$ cat src/rtl/uc_feeder.sv
// Initial unit-clause feeder for the BCP accelerator: buffers UCs, issues them to the
// UC arbiter on engine stall, drains the model stack into a result FIFO and times the run.
module uc_feeder #(
    parameter int LIT_W      = 8,
    parameter int UC_DEPTH   = 16,
    parameter int RES_DEPTH  = 32,
    parameter int CNT_W      = 32,
    parameter int ISSUE_MODE = 0
) (
    input  logic                        clk,
    input  logic                        rst_n,
    input  logic [LIT_W-1:0]            uc_in,
    input  logic                        uc_in_valid,
    output logic                        uc_in_ready,
    input  logic                        start,
    input  logic                        stall,
    input  logic                        conflict,
    output logic [LIT_W-1:0]            mem2uca,
    output logic                        mem2uca_valid,
    output logic                        mem2uca_done,
    input  logic                        mstack_empty,
    input  logic [LIT_W-1:0]            mstack_lit,
    output logic                        mstack_pop,
    output logic [LIT_W-1:0]            res_lit,
    output logic                        res_valid,
    input  logic                        res_ready,
    output logic                        busy,
    output logic                        done,
    output logic                        conflict_seen,
    output logic [CNT_W-1:0]            cycle_cnt,
    output logic [$clog2(UC_DEPTH):0]   uc_issued
);
    localparam int UA = $clog2(UC_DEPTH);
    localparam int RA = $clog2(RES_DEPTH);

    typedef enum logic [1:0] {S_IDLE, S_RUN, S_DRAIN, S_DONE} state_t;

    state_t state, state_n;

    logic [LIT_W-1:0] uc_mem  [UC_DEPTH];
    logic [LIT_W-1:0] res_mem [RES_DEPTH];
    logic [UA:0]      uc_wr, uc_rd;
    logic [RA:0]      res_wr, res_rd;
    logic             stall_q, issued_q, drain_ok;
    logic             uc_empty, uc_full, uc_last, uc_push;
    logic             res_empty, res_full, res_pop;
    logic             start_ok, flush, issue_cond, fire, drain_cond;

    assign uc_empty = (uc_wr == uc_rd);
    assign uc_full  = (uc_wr[UA] != uc_rd[UA]) && (uc_wr[UA-1:0] == uc_rd[UA-1:0]);
    assign uc_last  = ((uc_wr - uc_rd) == (UA+1)'(1));

    assign res_empty = (res_wr == res_rd);
    assign res_full  = (res_wr[RA] != res_rd[RA]) && (res_wr[RA-1:0] == res_rd[RA-1:0]);

    assign busy          = (state == S_RUN) || (state == S_DRAIN);
    assign done          = (state == S_DONE);
    assign uc_in_ready   = (state == S_IDLE) && !uc_full;
    assign uc_push       = uc_in_valid && uc_in_ready;
    assign start_ok      = start && ((state == S_IDLE) || (state == S_DONE));
    assign flush         = start && (state == S_DONE);

    // Mode 1 uses the issue strobe itself as the throttle, giving one issue per two cycles.
    assign issue_cond    = (ISSUE_MODE == 0) ? (stall && !stall_q) : (stall && !issued_q);
    assign fire          = (state == S_RUN) && issue_cond && !uc_empty && !conflict;
    assign drain_cond    = stall && mstack_empty && !issued_q;

    assign mem2uca_valid = issued_q;
    assign mem2uca_done  = issued_q;

    // A full result FIFO still takes a new literal when the consumer pops the same cycle.
    assign res_valid  = !res_empty;
    assign res_pop    = res_valid && res_ready;
    assign mstack_pop = (state != S_IDLE) && !mstack_empty && (!res_full || res_pop);
    assign res_lit    = res_valid ? res_mem[res_rd[RA-1:0]] : '0;

    always_comb begin
        state_n = state;
        case (state)
            S_IDLE:  if (start) state_n = uc_empty ? S_DRAIN : S_RUN;
            S_RUN: begin
                if (conflict)            state_n = S_DONE;
                else if (fire && uc_last) state_n = S_DRAIN;
            end
            S_DRAIN: begin
                if (conflict)                    state_n = S_DONE;
                else if (drain_cond && drain_ok) state_n = S_DONE;
            end
            S_DONE:  if (start) state_n = S_DRAIN;
            default: state_n = S_IDLE;
        endcase
    end

    always_ff @(posedge clk or posedge rst_n) begin
        if (rst_n) begin
            state         <= S_IDLE;
            uc_wr         <= '0;
            uc_rd         <= '0;
            res_wr        <= '0;
            res_rd        <= '0;
            stall_q       <= 1'b0;
            issued_q      <= 1'b0;
            drain_ok      <= 1'b0;
            mem2uca       <= '0;
            uc_issued     <= '0;
            cycle_cnt     <= '0;
            conflict_seen <= 1'b0;
        end else begin
            state    <= state_n;
            stall_q  <= stall;
            issued_q <= fire;
            drain_ok <= (state == S_DRAIN) && drain_cond;
            if (uc_push) uc_wr <= uc_wr + 1'b1;
            if (fire) begin
                mem2uca   <= uc_mem[uc_rd[UA-1:0]];
                uc_rd     <= uc_rd + 1'b1;
                uc_issued <= uc_issued + 1'b1;
            end
            // Restarting from DONE discards whatever a conflict left behind.
            if (flush) uc_rd <= uc_wr;
            if (mstack_pop) res_wr <= res_wr + 1'b1;
            if (res_pop)    res_rd <= res_rd + 1'b1;
            if (start_ok) begin
                cycle_cnt     <= '0;
                uc_issued     <= '0;
                conflict_seen <= 1'b0;
            end else if (busy) begin
                if (cycle_cnt != '1) cycle_cnt <= cycle_cnt + 1'b1;
                if (conflict)        conflict_seen <= 1'b1;
            end
        end
    end

    always_ff @(posedge clk) begin
        if (uc_push)    uc_mem[uc_wr[UA-1:0]]   <= uc_in;
        if (mstack_pop) res_mem[res_wr[RA-1:0]] <= mstack_lit;
    end
endmodule

$ cat config.mk
export PLATFORM = sky130hd
export DESIGN_NAME = uc_feeder
export DESIGN_NICKNAME = d
export VERILOG_FILES = /design/src/rtl/uc_feeder.sv
export SDC_FILE = /design/constraint.sdc
export NUM_CORES = 1
export LEC_CHECK = 0
export CORE_UTILIZATION = 60
export CTS_CLUSTER_DIAMETER = 100
export DETAILED_ROUTE_END_ITERATION = 10
export PLACE_DENSITY = 0.79
export SLEW_MARGIN = 10
export SYNTH_ARGS = -nofsm -noshare
export SYNTH_HDL_FRONTEND = slang
export SYNTH_SLANG_ARGS = --single-unit
export TNS_END_PERCENT = 100
$ cat constraint.sdc
create_clock -name clk -period 4.29 [get_ports clk]
set_input_delay 0.6435 -clock clk [delete_from_list [all_inputs] [get_ports clk]]
set_output_delay 0.6435 -clock clk [all_outputs]
set_load 0.005 [all_outputs]
==> flow_summary_export.csv, run 1 <==
group,metric,value,unit
power_and_ir_drop,p_per_area,612,nW/µm²
power_and_ir_drop,power_switching,3930,µW
die,initial_core_util,61.0,%
timing,fin_setup_tns,0,ns
timing,fin_crit,4.09,ns
power_and_ir_drop,seq_power_share,42.2,%
die,die_x,178,µm
synth,synth_top_area_cell,"edfxtp_1",
detailed_routing,vias,10487,
synth,syn_avg_cell_area,17.4,µm²
power_and_ir_drop,leakagePower,0.00728,µW
synth,syn_nets,1114,
power_and_ir_drop,p_int,9210,µW
hold_path,hp-class,"flip-flop to flip-flop",
die,coreArea,30600,µm²
status,status,"complete, no violations",
clock_network,path_clk_slew,0.07,ns
detailed_routing,dr.pass1.iters,6,
timing,rsz0062_at_grt,"false",
clock_network,cts_sinks,457,
layout,multi_input_area,4990,µm²
placed_design,hpwl,25200,µm
detailed_routing,via_per_inst,6.55,
job,maxCapViolCount,0,
setup_path,critPathKind,"flip-flop to output pin",
hold_path,hold_path_end,"res_rd[5]",
detailed_routing,drc,0,
hold_path,hold_depth,1,
setup_path,startpoint_type,"flip-flop",
synth,synth_cell_types,62,
setup_path,crit_required,3.65,ns
synth,ys_seq_area_share,71.6,%
detailed_routing,ant_nets,0,
layout,layout.nets,1215,
die,num_rows,64,
grt,grt_max_degree,47,
placed_design,place.gp.congestion,0.826,
setup_path,r2r_cells,6,
synth,synth_edf_count,384,
layout,drive_gt1_share,16.9,%
synth,ys_ff_latch,457,
timing,max_freq,245,MHz
detailed_routing,wirelength,41400,µm
grt,grtUsageTotal,26.8,%
setup_path,regToRegEndpoint,"res_mem[4][0]",
timing,skew,0.0249,ns
synth,synthArstFlopShare,16.0,%
clock_network,tritoncts,"done",
synth,syn-cell-area,18700,µm²
placed_design,portBuffers,84,
synth,synth_cells,1069,
power_and_ir_drop,irDropWorstVdd,0.000404,V
setup_path,arrival,3.44,ns
grt,overflow,0,
timing,hold_viol_final,0,
hold_path,hold_path_startpoint,"res_rd[5]",
detailed_routing,drtIter0Drc,1232,
grt,grt_pass1_wl,62200,µm
power_and_ir_drop,swShare,29.9,%
detailed_routing,wl_per_cell,25.9,µm
timing,setup_viol,0,
timing,timing.final.max_slew_violations,0,
layout,synthToLayoutAreaGrowth,15.2,%
synth,synthTopCellsByArea,"edfxtp_1 (62%), mux4_2 (12%), dfrtp_1 (9.8%), nand2_1 (1.7%), nor2_1 (1.6%)",
timing,maxSlewHeadroom,27.7,%
clock_network,cts_setup_buffers,0,
power_and_ir_drop,power.total,13100,µW
clock_network,numCtsBuffers,44,
power_and_ir_drop,comb_power_share,26.6,%
layout,regArea,13400,µm²
clock_network,ctsLongestPathBuffers,3,
synth,synthFlopType,"edfxtp_1",
clock_network,clk_latency,0.56,ns
setup_path,worstSetupEndpointType,"output pin",
grt,grt_pass1_vias,10350,
clock_network,ctsHtreeMaxLevel,2,
layout,diodes,0,
synth,post-synth-top-count-cell,"edfxtp_1",
die,top_level_ports,85,
grt,antenna_found_initial,0,
synth,synth_warnings,0,
setup_path,regToRegSetupSlack,0.72,ns
timing,period_share,95.3,%
die,die-area,31800,µm²
power_and_ir_drop,clkPwrFrac,31.2,%
timing,worstMarginPinSlew,1.08,ns
setup_path,r2r-start,"res_rd[0]",
synth,synthTopCellsByCount,"edfxtp_1 (384), mux4_2 (96), nand2_1 (83), nor2_1 (79), dfrtp_1 (73)",
clock_network,cts-root-buf,"clkbuf_16",
synth,synth_top_area_share,61.8,%
layout,fillers,1872,
setup_path,crit_fanout,27,
die,dieHeight,178,µm
-- flip-flops by register name (all words and copies together) (netlist names), 2 cells and up --
name / count
cycle_cnt: 32
uc_mem: 128
uc_rd: 5
res_wr: 6
uc_issued: 5
uc_wr: 5
res_mem: 256
res_rd: 6
mem2uca: 8
state: 2
-- final cells by class --
| class | instances | share of cell area (%) |
|---|---|---|
| inverter | 19 | 0.338 |
| clock inverter | 30 | 1.81 |
| timing repair buffer | 108 | 4.79 |
| sequential | 457 | 62.2 |
| clock buffer | 50 | 5.33 |
| multi-input combinational | 540 | 23.2 |
| tap | 396 | 2.31 |
-- worst max path at each step --
stage                          end  startpoint  depth (start not counted)
finish                  res_lit[4]   res_rd[1]                          6
global route            res_lit[6]   res_rd[0]                          7
CTS                     res_lit[6]   res_rd[1]                          6
detailed placement  res_mem[13][2]   res_ready                          5
global placement        res_lit[3]   res_rd[0]                          6
floorplan             uc_mem[3][0]    uc_rd[3]                          9
-- per-layer routing --
metal / vias to the layer above / routed length (µm) / global-route usage, %
li1: 4445 / - / -
met1: 5342 / 16400 / 38.0
met2: 622 / 20400 / 43.5
met3: 78 / 3710 / 4.56
met4: 0 / 920 / 7.49
met5: - / 0 / 0
-- cells in the final DEF, fill, tap and decap left out, drive strengths merged, types with 6 or more instances in the layout --
cell type,count
nand3,20
o31ai,6
nor2,79
a22o,16
a211oi,7
clkbuf,50
a21oi,28
nand4,16
or4,8
a221oi,16
nand2,83
dfrtp,73
clkdlybuf4s50,83
mux4,96
a221o,8
nor4,8
o22ai,8
ha,20
o21ai,12
buf,25
nor3,7
xnor2,29
edfxtp,384
clkinv,16
inv,20
bufinv,8
xor2,13
-- kinds of logic (layout without fill, tap and decap cells) --
kind of cell,after synthesis,after routing,synth area share [%]
multiplexers,104,104,12.0
flip-flops,457,457,71.6
buffers and inverters,72,207,1.66
AND/OR/NAND/NOR,254,254,6.56
XOR/XNOR,42,42,1.97
AO/OA/AOI/OAI,119,119,4.70
adder cells (fa/ha/maj),21,21,1.45
-- stage by stage --
step	std cells	area (µm²)	hold WS (ns)	utilization, %	setup WS [ns]
final	1600	21500	0.492	70.2	0.204
after global routing	1600	21500	0.507	70.2	0.0432
after CTS	1600	21500	0.495	70.2	0.183
after detailed placement	1520	20000	0.485	65.2	0.756
after global placement	1520	20000	0.475	65.2	0.885
after floorplan	1069	18700	0.462	-	1.28
-- power by group through the flow --
stage                     combinational, µW  clock (µW)  sequential, µW
final                                  3490        4110            5550
after global routing                   3730        4300            5590
after CTS                              3480        4140            5540
after detailed placement               3430           0            5630
after global placement                 3370           0            5620
after floorplan                        2530           0            5340
-- critical path, cell delays in order (launching register included) --
cell	delay (ns)
dfrtp_4	0.64
xor2_1	0.23
nor3_1	0.48
nand3_1	0.42
nand2b_1	0.44
o22ai_1	0.17
clkdlybuf4s50_1	0.48
-- what timing repair did --
item                                   CTS  global route
hold buffers                             0             0
endpoints found under the hold margin    0             0
gates resized for setup                  0             1
setup endpoints to repair                0             2
(Power assumes the default switching activity.)
==> run 2: changes to the inputs <==
- CORE_MARGIN: not set -> 2
==> run 2 against run 1 <==
  * Wire length shrank 4.0%
  * Sequential cell count unchanged
  * Clock-buffer cell count up 3
  * Combinational power grew 1%
  * Worst hold slack improved by 0.0039 ns
  * Global-route usage is 2.1 points lower
  * Critical path type unchanged
  * Critical endpoint is now res_lit[2]
==> flow_summary_export.csv, run 2 (synthesis results as in run 1) <==
group,metric,value,unit
detailed_routing,drtIter0Drc,1000,
detailed_routing,dr.pass1.iters,5,
setup_path,crit_start,"res_rd[0]",
timing,hold_viol_final,0,
clock_network,cts_sinks,457,
grt,antenna_found_initial,0,
detailed_routing,drc,0,
setup_path,crit_family,"buffers and inverters",
timing,skew,0.0286,ns
setup_path,crit_required,3.65,ns
setup_path,r2r-start,"uc_rd[3]",
power_and_ir_drop,power_switching,3810,µW
timing,timing.final.max_slew_violations,0,
clock_network,cts_resized,0,
setup_path,critPathKind,"flip-flop to output pin",
setup_path,worstSetupEndpointType,"output pin",
clock_network,cts-root-buf,"clkbuf_16",
detailed_routing,wirelength,39800,µm
placed_design,portBuffers,84,
grt,use_met2,39.2,%
setup_path,regToRegSetupSlack,1.19,ns
timing,max_freq,258,MHz
placed_design,pre_cts_ws,0.929,ns
grt,overflow,0,
job,maxCapViolCount,0,
die,top_level_ports,85,
hold_path,hp-class,"flip-flop to flip-flop",
timing,rsz0062_at_grt,"false",
grt,grt_use_met3,5.48,%
power_and_ir_drop,swShare,29.8,%
grt,grtUsageTotal,24.7,%
placed_design,hpwl,24700,µm
clock_network,clk_latency,0.55,ns
clock_network,path_clk_slew,0.06,ns
setup_path,crit_fanout,19,
power_and_ir_drop,comb_power_share,27.7,%
die,dieHeight,180,µm
placed_design,dpl_cell_area,20000,µm²
layout,stdcell_area,21400,µm²
setup_path,worst_path_largest_cell_delay,0.56,ns
clock_network,ctsHtreeMaxLevel,2,
grt,grt_pass1_wl,61500,µm
power_and_ir_drop,p_per_area,597,nW/µm²
layout,layout.nets,1222,
clock_network,tritoncts,"done",
grt,grt_pass1_vias,10561,
power_and_ir_drop,clkPwrFrac,29.5,%
power_and_ir_drop,leakagePower,0.00727,µW
setup_path,startpoint_type,"flip-flop",
status,status,"complete, no violations",
timing,period_share,90.3,%
grt,gr-max-usage-layer,"met2",
layout,diodes,0,
hold_path,hold_path_startpoint,"res_rd[5]",
timing,worstMarginPinSlew,0.988,ns
layout,layout_common_cells,"edfxtp_1 (384), mux4_2 (96), clkdlybuf4s50_1 (84), nand2_1 (83), nor2_1 (79)",
power_and_ir_drop,irDropWorstVdd,0.000419,V
clock_network,cts_setup_buffers,0,
layout,final_common_cell,"edfxtp_1",
power_and_ir_drop,seq_power_share,42.8,%
timing,fin_hold_ws,0.496,ns
setup_path,arrival,3.23,ns
detailed_routing,vias,10325,
placed_design,place.gp.congestion,0.824,
timing,setup_slack,0.417,ns
detailed_routing,wl_per_cell,24.8,µm
clock_network,numCtsBuffers,45,
die,num_rows,64,
die,die-area,32500,µm²
detailed_routing,ant_nets,0,
clock_network,ctsLongestPathBuffers,3,
layout,synthToLayoutAreaGrowth,14.7,%
layout,largest_reg_flops,256,
die,die_x,180,µm
die,coreArea,30600,µm²
power_and_ir_drop,p_int,8960,µW
layout,drive_gt1_share,17.0,%
timing,setup_viol,0,
timing,maxSlewHeadroom,34.1,%
clock_network,cts_hold_buf,0,
timing,fin_setup_tns,0,ns
setup_path,cp_num_buf_inv,3,
setup_path,slowest_stage,"mux4_2",
setup_path,cpMostUsedCell,"buf_4",
detailed_routing,via_per_inst,6.43,
die,initial_core_util,61.0,%
setup_path,path_cells,"buf_4 > buf_4 > mux4_2 > a221oi_1 > o22ai_1 > clkdlybuf4s50_1",
grt,use_met1,34.8,%
timing,fin_crit,3.87,ns
grt,grt_max_degree,59,
==> run 2: cell count changes in the layout (fill, tap and decap cells not counted), sizes merged <==
cell	before	now
clkbuf	50	53
clkinv	16	23
inv	20	19
buf	25	30
bufinv	8	4
clkinvlp	5	1
clkdlybuf4s50	83	84
==> run 2: final timing paths <==
check / end / cells past startpoint
worst max-delay path: res_lit[2] / 6
worst min-delay path: res_rd[5] / 1
worst max register to register: mem2uca[5] / 9
worst min register to register: res_rd[5] / 1
max in group asynchronous: mem2uca[6] / 3
min in group asynchronous: cycle_cnt[1] / 2
==> run 2: per-stage QoR <==
stage | instances | total power [µW] | utilization (%)
6_report | 1607 | 12800 | 69.9
3_5_place_dp | 1526 | 9060 | 65.4
3_3_place_gp | 1526 | 8980 | 65.4
2_1_floorplan | 1069 | 7870 | -
4_1_cts | 1607 | 12800 | 69.9
5_1_grt | 1607 | 13300 | 69.9
==> run 2: layer usage <==
layer	wire [µm]	vias to the layer above
met2	19400	500
met3	3570	83
li1	-	4455
met4	1020	0
met1	15800	5287
met5	0	-
==> run 2: layout make-up <==
class / count / area [µm²]
Fill cell: 1844 / 9200
Clock inverter: 28 / 241
Timing Repair Buffer: 114 / 1080
Inverter: 19 / 72.6
Sequential cell: 457 / 13400
Multi-Input combinational cell: 540 / 4980
Tap cell: 396 / 495
Clock buffer: 53 / 1160
==> run 2: power by group through the flow <==
| stage | sequential (µW) | clock, µW | combinational [µW] |
|---|---|---|---|
| final | 5470 | 3770 | 3540 |
| after global routing | 5500 | 3990 | 3820 |
| after CTS | 5460 | 3800 | 3550 |
| after detailed placement | 5540 | 0 | 3520 |
| after global placement | 5530 | 0 | 3450 |
| after floorplan | 5340 | 0 | 2530 |
==> run 3: changes to the inputs <==
- GPL_ROUTABILITY_DRIVEN: not set -> 0
==> results of run 3 <==
Same layout as run 2: the final DEF is identical, and so are final timing and power.
==> RTL change 1: new RTL, settings of run 1 <==
`ISSUE_MODE`: 0 -> 1.
--- a/src/rtl/uc_feeder.sv
+++ b/src/rtl/uc_feeder.sv
@@ -5,7 +5,7 @@
     parameter int UC_DEPTH   = 16,
     parameter int RES_DEPTH  = 32,
     parameter int CNT_W      = 32,
-    parameter int ISSUE_MODE = 0
+    parameter int ISSUE_MODE = 1
 ) (
     input  logic                        clk,
     input  logic                        rst_n,
Function: changed (Yosys sat finds a counterexample within 4 cycles, from zero or initial values and one cycle with rst_n high).
==> RTL change 1 against run 1 <==
  * The flow now finishes with violations (design-rule violations)
  * Cell area about the same
  * Area after synthesis increased by 0.81%
  * Worst setup slack improved by 0.016 ns
  * Clock skew decreased by 0.0037 ns
  * Fmax increased by 0.38%
  * Routed wire length decreased by 2.7%
  * Critical path depth unchanged
  * Sequential cell count decreased by 1
  * Total power decreased by 0.85%
  * First-iteration DRC count decreased by 21%
==> RTL change 1: results (changes against run 1) <==
[run_status]
outcome = complete, but fails checks  ; was finished, final reports clean
violations = design-rule violations

[timing]
skew_ns = 0.0212  ; was 0.0249 ns
tightest_slew_ns = 1.32  ; was 1.08 ns

[grt]
grt_max_degree = 49  ; was 47
grt_pass1_wl_mm = 61.3  ; was 62.2 mm
track_usage = 0.260  ; was 0.268
grt_pass1_vias = 10500  ; was 10.4k

[power_and_ir_drop]
p_leak_uw = 0.00734  ; was 0.00728 uW

[route]
via_count = 10400  ; was 10.5k
routed_wl_mm = 40.3  ; was 41.4 mm
drt_iter0_markers = 971  ; was 1232
drc = 10  ; was 0
dr.pass1.iters = 10  ; was 6

[place]
gp_congestion = 0.803  ; was 0.826
dp_hpwl_mm = 24.3  ; was 25.2 mm
place_ws_ns = 0.781  ; was 0.756 ns

[worst_hold_path]
whs_endpoint = res_wr[5]  ; was res_rd[5]
worstHoldStart = res_wr[5]  ; was res_rd[5]

[critical_path]
r2r_slack_ns = 1.00  ; was 0.72 ns
critPathMaxFanout = 40  ; was 27
cpPeakStageDelay_ns = 1.04  ; was 0.64 ns
rr_worst_depth = 5  ; was 6
cp_data_arrival_time_ns = 3.43  ; was 3.44 ns
r2r_end = res_mem[25][1]  ; was res_mem[4][0]

[final_layout]
drive_gt1_frac = 0.165  ; was 0.169

[clock_network]
cts_setup_buffers = 0  ; unchanged
cts_made_buffers = 45  ; was 44

[logic_synthesis]
synth.top_cells.by_count = 384 x edfxtp_1, 96 x mux4_2, 76 x nor2_1  ; was 384 x edfxtp_1, 96 x mux4_2, 83 x nand2_1
async_flop_share = 0.158  ; was 0.160
synth_fp_nets = 1131  ; was 1114
ys_seq_area_frac = 0.709  ; was 0.716
synth_seq_cells = 456  ; was 457

-- RTL change 1: area by class of cell --
cell class              count  area, um2
clock buffers              62       1220
clock inverters            21        199
fillers                  1924       9240
inverters                  20       76.3
multi-input cells         553       5160
flip-flops and latches    456      13300
well taps                 396        495
repair buffers            108       1020
-- RTL change 1: where the power goes --
group	internal, uW	leakage, uW	switching (uW)
registers	5120	0.00440	482
logic	1790	0.00225	1830
clock network	2180	0.000693	1630
-- RTL change 1: worst max-delay path by stage --
stage / start / end / slack [ns]
after floorplan: uc_rd[1] / state[0] / 1.10
after global placement: res_rd[1] / res_lit[4] / 0.85
after detailed placement: res_rd[1] / res_lit[4] / 0.78
after CTS: res_rd[1] / res_lit[4] / 0.16
after global routing: res_rd[1] / res_lit[4] / 0.10
final: res_rd[1] / res_lit[4] / 0.22
-- RTL change 1: worst max-delay path: cells and delay by family, from the launching register on --
family | cells | cell delay, ns
AOI/OAI and AO/OA | 3 | 0.71
buffers and inverters | 2 | 0.92
DFF | 1 | 1.04
muxes | 1 | 0.20
-- RTL change 1: layer usage --
metal  wire length, um  GRT usage
met4              1020     0.0816
met2             19900      0.417
met3              2780     0.0392
met5                 0          0
met1             16600      0.370
-- RTL change 1: through the flow --
step | cells | instance area, um2 | total power, uW | hold WS [ns]
floorplan | 1086 | 18800 | 7960 | 0.462
global placement | 1533 | 20100 | 9160 | 0.484
detailed placement | 1533 | 20100 | 9270 | 0.486
CTS | 1616 | 21500 | 13100 | 0.499
global route | 1616 | 21500 | 13600 | 0.505
finish | 1616 | 21500 | 13000 | 0.492
-- RTL change 1: cells by family after synthesis --
group,count (synthesis),synth area share
xor+xnor,44,0.0205
flops,456,0.709
compound gates,119,0.0439
fa+ha+maj,21,0.0144
simple gates,243,0.0640
mux,126,0.131
buf+inv,77,0.0170
==> RTL change 2: new RTL, flow settings as in run 1 <==
Made on the original files. Make the reset (`rst_n`) synchronous in one clocked block.
--- a/src/rtl/uc_feeder.sv
+++ b/src/rtl/uc_feeder.sv
@@ -91,7 +91,7 @@
         endcase
     end
 
-    always_ff @(posedge clk or posedge rst_n) begin
+    always_ff @(posedge clk) begin
         if (rst_n) begin
             state         <= S_IDLE;
             uc_wr         <= '0;
Behaviour: differs if rst_n is asserted again (counterexample within 4 cycles, from zero or initial values and one cycle with rst_n high); with rst_n held inactive, the same outputs for 4 cycles.
==> RTL change 2 against run 1 <==
  * Worst setup slack improved by 0.10 ns
  * Synthesized cell count decreased by 1.2%
  * Clock skew decreased by 0.010 ns
  * Global-route usage decreased by 1.7 points
  * Fmax increased by 2.5%
  * Clock power decreased by 4%
  * Routed wire length decreased by 7.4%
  * Area after synthesis about the same
  * Cell area decreased by 0.20%
  * Sequential cell count increased by 5
  * Die area about the same
  * Total power decreased by 17%
  * Largest power group unchanged
  * Highest routed layer is now met5
==> RTL change 2: results (changes against run 1) <==
[place]
gp_congestion = 0.852  ; was 0.826
port_buffers = 84  ; unchanged
placed_cells = 1507  ; was 1520
dpl-instance-area_um2 = 20000  ; about the same
dp_hpwl_mm = 24.4  ; was 25.2 mm

[logic_synthesis]
avgSynthCellArea_um2 = 17.7  ; was 17.4 um2
synth.top_cells.by_count = 384 x edfxtp_1, 120 x mux4_2, 82 x nor2_1  ; was 384 x edfxtp_1, 96 x mux4_2, 83 x nand2_1
synth_area_leaders = edfxtp_1 62%, mux4_2 14%, dfxtp_1 8.4%  ; was edfxtp_1 62%, mux4_2 12%, dfrtp_1 9.8%
ys_seq_area_frac = 0.702  ; was 0.716
ys_types = 69  ; was 62
synth_fp_nets = 1101  ; was 1114
async_flop_share = 0  ; was 0.160
synth_top_cell_area_share = 0.618  ; about the same

[clock_network]
cts_made_buffers = 45  ; was 44

[grt]
grt_pass1_vias = 10000  ; was 10.4k
antenna_found_initial = 1  ; was 0

[final_layout]
finalNetCount = 1203  ; was 1215
drive_gt1_frac = 0.196  ; was 0.169

[power_and_ir_drop]
p_leak_uw = 0.00670  ; was 0.00728 uW
ir_drop_v = 0.000398  ; was 0.000404 V

[route]
routed_wl_mm = 38.4  ; was 41.4 mm
wl_per_cell_um = 24.1  ; was 25.9 um
avgViaCountPerCell = 6.29  ; was 6.55

[critical_path]
reg2reg_from = uc_rd[2]  ; was res_rd[0]
crit_path_end = res_lit[6]  ; was res_lit[4]
startpoint = res_wr[3]  ; was res_rd[1]
cp_data_arrival_time_ns = 3.34  ; was 3.44 ns

[timing]
slew_headroom = 0.146  ; was 0.277
skew_ns = 0.0147  ; was 0.0249 ns

[run_status]
outcome = finished, final reports clean  ; unchanged

RTL change 2: cell types whose count changed after synthesis, sizes merged, moves of 5 or more:
cell | before | now
a21oi | 28 | 41
xnor2 | 29 | 14
a22o | 16 | 8
dfrtp | 73 | 0
nand2 | 83 | 54
o21ai | 12 | 22
dfxtp | 0 | 78
o22ai | 8 | 0
a221oi | 16 | 0
a221o | 8 | 0
o31ai | 6 | 11
or3 | 4 | 18
mux4 | 96 | 120
RTL change 2: stage by stage:
step | hold WS (ns) | setup slack [ns]
detailed placement | 0.452 | 0.921
CTS | 0.457 | 0.335
global route | 0.476 | 0.0301
finish | 0.452 | 0.304
global placement | 0.448 | 0.958
floorplan | 0.453 | 1.42
RTL change 2: cells by family after synthesis:
kind of cell | Yosys count | synth area share
xor+xnor | 30 | 0.0141
compound gates | 113 | 0.0410
mux | 127 | 0.149
fa+ha+maj | 21 | 0.0145
buf+inv | 67 | 0.0149
flops | 462 | 0.702
simple gates | 236 | 0.0650
RTL change 2: worst min path at each step:
stage,slack (ns),depth (start not counted),start,to
finish,0.45,2,mem2uca[2],mem2uca[2]
global route,0.48,2,mem2uca[2],mem2uca[2]
CTS,0.46,2,mem2uca[2],mem2uca[2]
detailed placement,0.45,2,mem2uca[2],mem2uca[2]
global placement,0.45,2,mem2uca[3],mem2uca[3]
floorplan,0.45,2,mem2uca[0],mem2uca[0]
RTL change 2: area by class of cell:
| cell class | count | area, um2 |
|---|---|---|
| timing repair buffer | 103 | 996 |
| clock buffer | 59 | 1230 |
| sequential | 462 | 13100 |
| fill | 1899 | 9150 |
| multi-input combinational | 527 | 5290 |
| inverter | 19 | 71.3 |
| tap | 396 | 495 |
| clock inverter | 24 | 264 |
RTL change 2: critical path: stages, from the launching register on:
cell and delay, ns:
dfxtp_1 0.52, xnor2_1 0.16, nand3_1 0.20, nor3_1 0.79
nor2_1 0.33, a22o_1 0.34, clkdlybuf4s50_1 0.46
RTL change 2: per-layer routing:
metal | GRT usage | share of wire | up-vias
li1 | - | - | 4441
met1 | 0.359 | 0.41 | 5065
met2 | 0.400 | 0.49 | 439
met3 | 0.0460 | 0.079 | 60
met4 | 0.0727 | 0.022 | 2
met5 | 0 | 0.00034 | -
RTL change 2: power by group through the flow:
stage | registers (uW) | clock network (uW) | logic [uW]
6_report | 5120 | 3950 | 1850
5_1_grt | 5140 | 4190 | 1980
4_1_cts | 5130 | 4010 | 1860
3_5_place_dp | 5220 | 0 | 1830
3_3_place_gp | 5210 | 0 | 1800
2_1_floorplan | 5120 | 0 | 1280
